File: src/rtl/wb_pkg.sv
// Shared constants and the load-queue entry layout for the writeback arbiter.
package wb_pkg;

    localparam int XLEN_DEF = 32;
    localparam int REG_AW   = 5;

    // Default-width entry; the FIFO declares the same layout at its own XLEN.
    typedef struct packed {
        logic              live;
        logic [REG_AW-1:0] rd;
        logic [XLEN_DEF-1:0] data;
    } wb_entry_t;

endpackage

File: src/rtl/wb_load_fifo.sv
// Circular load buffer with per-entry live bits, a destination squash port
// and a live/rd view of every slot for pending-destination mask generation.
module wb_load_fifo
    import wb_pkg::*;
#(
    parameter int XLEN  = XLEN_DEF,
    parameter int DEPTH = 2
) (
    input  logic                     clk,
    input  logic                     rst,
    input  logic                     push,
    input  logic                     push_live,
    input  logic [REG_AW-1:0]        push_rd,
    input  logic [XLEN-1:0]          push_data,
    input  logic                     pop,
    input  logic                     squash_en,
    input  logic [REG_AW-1:0]        squash_rd,
    output logic                     head_live,
    output logic [REG_AW-1:0]        head_rd,
    output logic [XLEN-1:0]          head_data,
    output logic [$clog2(DEPTH):0]   count,
    output logic [DEPTH-1:0]         live_vec,
    output logic [REG_AW-1:0]        rd_vec [DEPTH]
);

    localparam int PW = $clog2(DEPTH);
    localparam int CW = PW + 1;

    typedef struct packed {
        logic              live;
        logic [REG_AW-1:0] rd;
        logic [XLEN-1:0]   data;
    } entry_t;

    entry_t          mem [DEPTH];
    logic [PW-1:0]   wr_ptr;
    logic [PW-1:0]   rd_ptr;

    // The push slot is always free (no push when full) and differs from the
    // popped slot, so the squash, pop-clear and push writes never collide.
    always_ff @(posedge clk or posedge rst) begin
        if (rst) begin
            wr_ptr <= '0;
            rd_ptr <= '0;
            count  <= '0;
            for (int i = 0; i < DEPTH; i++) begin
                mem[i] <= '0;
            end
        end else begin
            for (int i = 0; i < DEPTH; i++) begin
                if (squash_en && mem[i].live && (mem[i].rd == squash_rd)) begin
                    mem[i].live <= 1'b0;
                end
            end
            if (pop) begin
                mem[rd_ptr].live <= 1'b0;
                rd_ptr           <= rd_ptr + PW'(1);
            end
            if (push) begin
                mem[wr_ptr] <= '{live: push_live, rd: push_rd, data: push_data};
                wr_ptr      <= wr_ptr + PW'(1);
            end
            count <= count + CW'(push) - CW'(pop);
        end
    end

    assign head_live = mem[rd_ptr].live;
    assign head_rd   = mem[rd_ptr].rd;
    assign head_data = mem[rd_ptr].data;

    always_comb begin
        for (int i = 0; i < DEPTH; i++) begin
            live_vec[i] = mem[i].live;
            rd_vec[i]   = mem[i].rd;
        end
    end

endmodule

File: src/rtl/writeback_arbiter.sv
// Merges ALU and load results onto the single register-file write port; ALU
// never stalls, colliding loads queue in order and are squashed by younger ALU writes.
module writeback_arbiter
    import wb_pkg::*;
#(
    parameter int XLEN  = XLEN_DEF,
    parameter int DEPTH = 2
) (
    input  logic                    clk,
    input  logic                    rst,
    input  logic                    alu_valid,
    input  logic [REG_AW-1:0]       alu_rd,
    input  logic [XLEN-1:0]         alu_result,
    input  logic                    ld_valid,
    output logic                    ld_ready,
    input  logic [REG_AW-1:0]       ld_rd,
    input  logic [XLEN-1:0]         ld_data,
    output logic                    rf_wen,
    output logic [REG_AW-1:0]       rf_waddr,
    output logic [XLEN-1:0]         rf_wdata,
    output logic [31:0]             pend_rd_mask,
    output logic [$clog2(DEPTH):0]  fifo_count
);

    localparam int CW = $clog2(DEPTH) + 1;

    // Load handshake: a transfer happens on every edge where ld_valid && ld_ready;
    // ld_ready depends only on occupancy and reset, never on either valid.
    logic alu_hit, ld_acc, ld_keep, fifo_empty;

    logic              push, push_live, pop, squash_en;
    logic              issue;
    logic [REG_AW-1:0] issue_rd;
    logic [XLEN-1:0]   issue_data;

    logic              head_live;
    logic [REG_AW-1:0] head_rd;
    logic [XLEN-1:0]   head_data;
    logic [DEPTH-1:0]  live_vec;
    logic [REG_AW-1:0] rd_vec [DEPTH];

    assign ld_ready   = !rst && (fifo_count < CW'(DEPTH));
    assign alu_hit    = alu_valid && (alu_rd != '0);
    assign ld_acc     = ld_valid && ld_ready;
    assign ld_keep    = ld_acc && (ld_rd != '0);
    assign fifo_empty = (fifo_count == '0);

    always_comb begin
        push       = 1'b0;
        push_live  = 1'b1;
        pop        = 1'b0;
        squash_en  = 1'b0;
        issue      = 1'b0;
        issue_rd   = '0;
        issue_data = '0;
        if (alu_hit) begin
            issue      = 1'b1;
            issue_rd   = alu_rd;
            issue_data = alu_result;
            squash_en  = 1'b1;
            push       = ld_keep;
            // A concurrent load is always older, so the ALU write wins.
            push_live  = (ld_rd != alu_rd);
        end else if (!fifo_empty) begin
            pop        = 1'b1;
            issue      = head_live;
            issue_rd   = head_rd;
            issue_data = head_data;
            push       = ld_keep;
        end else if (ld_keep) begin
            issue      = 1'b1;
            issue_rd   = ld_rd;
            issue_data = ld_data;
        end
    end

    wb_load_fifo #(
        .XLEN  (XLEN),
        .DEPTH (DEPTH)
    ) u_fifo (
        .clk       (clk),
        .rst       (rst),
        .push      (push),
        .push_live (push_live),
        .push_rd   (ld_rd),
        .push_data (ld_data),
        .pop       (pop),
        .squash_en (squash_en),
        .squash_rd (alu_rd),
        .head_live (head_live),
        .head_rd   (head_rd),
        .head_data (head_data),
        .count     (fifo_count),
        .live_vec  (live_vec),
        .rd_vec    (rd_vec)
    );

    // Decoded straight from FIFO registers, so it reflects the state after each edge.
    always_comb begin
        pend_rd_mask = '0;
        for (int i = 0; i < DEPTH; i++) begin
            if (live_vec[i]) begin
                pend_rd_mask[rd_vec[i]] = 1'b1;
            end
        end
    end

    always_ff @(posedge clk or posedge rst) begin
        if (rst) begin
            rf_wen   <= 1'b0;
            rf_waddr <= '0;
            rf_wdata <= '0;
        end else begin
            rf_wen <= issue;
            if (issue) begin
                rf_waddr <= issue_rd;
                rf_wdata <= issue_data;
            end
        end
    end

endmodule

File: config.mk
export PLATFORM = sky130hd
export DESIGN_NAME = writeback_arbiter
export DESIGN_NICKNAME = d
export VERILOG_FILES = /design/src/rtl/wb_pkg.sv /design/src/rtl/wb_load_fifo.sv /design/src/rtl/writeback_arbiter.sv
export SDC_FILE = /design/constraint.sdc
export NUM_CORES = 1
export LEC_CHECK = 0
export CAP_MARGIN = 40
export CORE_MARGIN = 5
export CORE_UTILIZATION = 38
export DETAILED_ROUTE_END_ITERATION = 12
export PLACE_DENSITY = 0.66
export SLEW_MARGIN = 25
export SYNTH_ARGS = -nofsm -noshare
export SYNTH_HDL_FRONTEND = slang
export SYNTH_HIERARCHICAL = 1
export SYNTH_SLANG_ARGS = --single-unit
export TNS_END_PERCENT = 5
File: constraint.sdc
create_clock -name clk -period 2.5 [get_ports clk]
set_clock_uncertainty 0.05 [all_clocks]
set_input_delay 0.25 -clock clk [delete_from_list [all_inputs] [get_ports clk]]
set_output_delay 0.25 -clock clk [all_outputs]
set_load 0.005 [all_outputs]
==> flow_metrics.env, run 1 <==
export IMPL_status="complete, no violations"
export IMPL_finalSetupTns_ns=0
export IMPL_cp_start_kind="flip-flop"
export IMPL_power_mw=9.95
export IMPL_crit_family="buffers and inverters"
export IMPL_hold_viol_final=0
export IMPL_crit_fanout=8
export IMPL_wl_mm=19.3
export IMPL_hold_path_class="in2async"
export IMPL_slowest_stage="clkdlybuf4s50_1"
export IMPL_seqCellArea_um2=2960
export IMPL_synth_top_family_by_area="multiplexers"
export IMPL_grt_max_degree=66
export IMPL_drtIter0Drc=336
export IMPL_htree_num_levels=4
export IMPL_vias_per_cell=5.74
export IMPL_p_int_mw=6.72
export IMPL_yosys_area_share_simple_pct=14.4
export IMPL_start_util_pct=38.9
export IMPL_slew_headroom_pct=52.4
export IMPL_reg2reg_from="u_fifo/count[1]"
export IMPL_synth_ff_type="dfrtp_1"
export IMPL_fin_nets=813
export IMPL_seqPwrFrac_pct=35.7
export IMPL_grt_pass1_vias=5712
export IMPL_num_rows=47
export IMPL_worst_path_buf_inv=1
export IMPL_overflow=0
export IMPL_crit_chain="or3b_4 -> o22ai_1 -> clkdlybuf4s50_1"
export IMPL_antenna_violating_nets_post_route=0
export IMPL_endpoint_kind="output port"
export IMPL_dp_hpwl_mm=13.3
export IMPL_clock_sinks=118
export IMPL_final_cells=966
export IMPL_swShare_pct=32.4
export IMPL_drive_gt1_share_pct=24.8
export IMPL_postSynthCellCount=585
export IMPL_die_area_um2=19800
export IMPL_peakVddDrop_v=0.000512
export IMPL_die_x_um=141
export IMPL_p_sw_mw=3.23
export IMPL_rsz0062_at_grt="yes"
export IMPL_cts_tree="built"
export IMPL_p_leak_nw=3.59
export IMPL_clk_pin_slew_worst_paths_ns=0.05
export IMPL_gp_congestion=0.867
export IMPL_critPathRequiredTime_ns=2.20
export IMPL_slew_viol_final=0
export IMPL_clockBufferDepth=2
export IMPL_io_pins=151
export IMPL_synth_async_reset_ratio_pct=100
export IMPL_r2r_cells=6
export IMPL_antenna_cells=0
export IMPL_die_h_um=141
export IMPL_area_delta_synth_final_pct=36.6
export IMPL_synth_area_leaders="dfrtp_1 (45%), mux2_2 (14%), mux2_1 (4.7%), and4_1 (4.2%), a31oi_1 (3.1%)"
export IMPL_final_common_cell="clkdlybuf4s50_1"
export IMPL_finalCriticalPeriod_ns=2.42
export IMPL_fmax_ghz=0.413
export IMPL_synth_compound_area_share_pct=10.8
export IMPL_powerDensity_nw_per_um2=1120
export IMPL_synth_xor_area_share_pct=2.56
export IMPL_synth_seq_cells=118
export IMPL_synth_adder_area_share_pct=0.385
export IMPL_setup_viol=0
export IMPL_final_fill_count=1463
export IMPL_worstSetupPathType="reg2out"
export IMPL_clockRootBuffer="clkbuf_16"
export IMPL_drcViolationCount=0
export IMPL_synth_avg_cell_area_um2=11.1
export IMPL_ys_warnings_count=6
export IMPL_layout_common_cells="clkdlybuf4s50_1 (148), dfrtp_1 (112), mux2_2 (78)"
export IMPL_crit_arrival_ns=2.12
export IMPL_final_core_util_pct=53.2
export IMPL_synthMuxAreaShare_pct=20.7
export IMPL_ys_seq_area_share_pct=45.4
export IMPL_regToRegSetupSlack_ns=0.24
export IMPL_track_usage_pct=19.3
export IMPL_synth_edff_count=0
export IMPL_p_clk_share_pct=23.4
export IMPL_yosysUniqueCellTypes=45
export IMPL_worst_pin_slew_ns=0.713
export IMPL_synth_area_um2=6500
export IMPL_clkLatencyLatePin_ns=0.41
export IMPL_wire_per_inst_um=19.9
export IMPL_timing_rr_end="u_fifo/mem[57]"
export IMPL_coreArea_um2=16700
export IMPL_dp_cells=934
export IMPL_multi_input_area_um2=3230
export IMPL_dr_pass1_iters=5
export IMPL_yosysTopAreaCellShare_pct=45.4
export IMPL_yosysTopAreaCell="dfrtp_1"
export IMPL_grt_pass1_wl_mm=30.8
export IMPL_via_count=5545
export IMPL_synthesis_nets=665
export IMPL_postCtsHoldBufs=0
export IMPL_fin_crit_sh_pct=96.8
export IMPL_maxCapViolCount=0
export IMPL_pwr_share_comb_pct=40.9
export IMPL_port_buffers=150
export IMPL_antenna_found_initial=0
export IMPL_cpPeakStageDelay_ns=0.54
export IMPL_cts_buffers=17
Yosys cell counts, drive strengths merged (2+ instances only):
| master | instances |
|---|---|
| mux2 | 116 |
| a31oi | 32 |
| nor4 | 2 |
| or3 | 3 |
| clkbuf | 27 |
| o22ai | 32 |
| inv | 7 |
| or3b | 6 |
| ha | 2 |
| a41oi | 2 |
| o21ai | 7 |
| and4 | 31 |
| nand2 | 10 |
| xnor2 | 5 |
| nand3b | 10 |
| nand3 | 38 |
| or2 | 3 |
| dfrtp | 118 |
| nor3 | 34 |
| xor2 | 14 |
| nor2 | 5 |
| a22oi | 4 |
| a21oi | 33 |
| buf | 31 |
metal layers:
layer	vias up	track usage [%]	part of all wire, %
met1	2798	24.8	43
met5	-	0	0
met2	227	32.4	49
met4	0	5.46	1.3
li1	2498	-	-
met3	22	4.71	6.4
logic make-up (layout without fill, tap and decap cells):
kind of cell / count (synthesis) / count (layout)
DFF: 118 / 118
muxes: 116 / 116
buffers and inverters: 65 / 226
and+or+nand+nor: 150 / 150
xor gates and xnor gates: 19 / 19
AOI/OAI and AO/OA: 115 / 115
adders and majority gates: 2 / 2
worst register-to-register path: cells and delay by family, from the launching register on:
kind                   cells  cell delay (ns)
buffers and inverters      1             0.17
muxes                      1             0.44
and+or+nand+nor            4             1.04
DFF                        1             0.44
sequential cells by signal (all words and copies together), names as in the netlist:
signal	flops
u_fifo/count	2
rf_waddr	5
u_fifo/mem	64
u_fifo/rd_vec	10
rf_wdata	32
u_fifo/live_vec	2
u_fifo/rd_ptr	1
u_fifo/wr_ptr	1
rf_wen	1
stage by stage:
stage	cell area, µm²	setup WS [ns]	hold WS (ns)
finish	8880	0.0794	0.303
global route	8880	-0.00175	0.367
detailed placement	8280	-0.0972	0.422
floorplan	6500	0.114	0.332
global placement	8280	-0.0892	0.413
CTS	8860	0.0231	0.311
power groups by stage:
stage	clock network (mW)	logic, mW	registers, mW
final	2.33	4.07	3.56
after global routing	2.46	4.40	3.67
after CTS	2.36	4.07	3.54
after detailed placement	0	4.03	3.55
after global placement	0	3.92	3.49
after floorplan	0	2.71	3.33
how the worst max path moves through the flow:
stage / start / endpoint / cells after the start
6_report: u_fifo/rd_vec[5] / pend_rd_mask[24] / 3
5_1_grt: u_fifo/rd_vec[5] / pend_rd_mask[14] / 3
4_1_cts: u_fifo/rd_vec[1] / pend_rd_mask[0] / 3
3_5_place_dp: alu_rd[4] / u_fifo/mem[57] / 9
3_3_place_gp: alu_rd[4] / u_fifo/mem[43] / 9
2_1_floorplan: u_fifo/count[1] / u_fifo/mem[0] / 9
final cells by class:
cell class,count,share of cell area [%]
clock buffer,23,5.61
timing repair buffer,187,20.5
tap,220,3.10
clock inverter,9,0.831
multi-input combinational,402,36.3
inverter,7,0.310
sequential,118,33.3
repair_timing:
| item | CTS | global route |
|---|---|---|
| buffers inserted | 0 | 0 |
| endpoints found under the hold margin | 0 | 0 |
| setup endpoints to repair | 12 | 14 |
| resized for setup | 5 | 8 |
Note: power is estimated with default switching activity, not from simulation.
==> run 2: changes to the inputs <==
Settings changed: CTS_CLUSTER_DIAMETER set to 100.
==> results of run 2 <==
The final DEF is identical to that of run 1; final timing and power are the same.
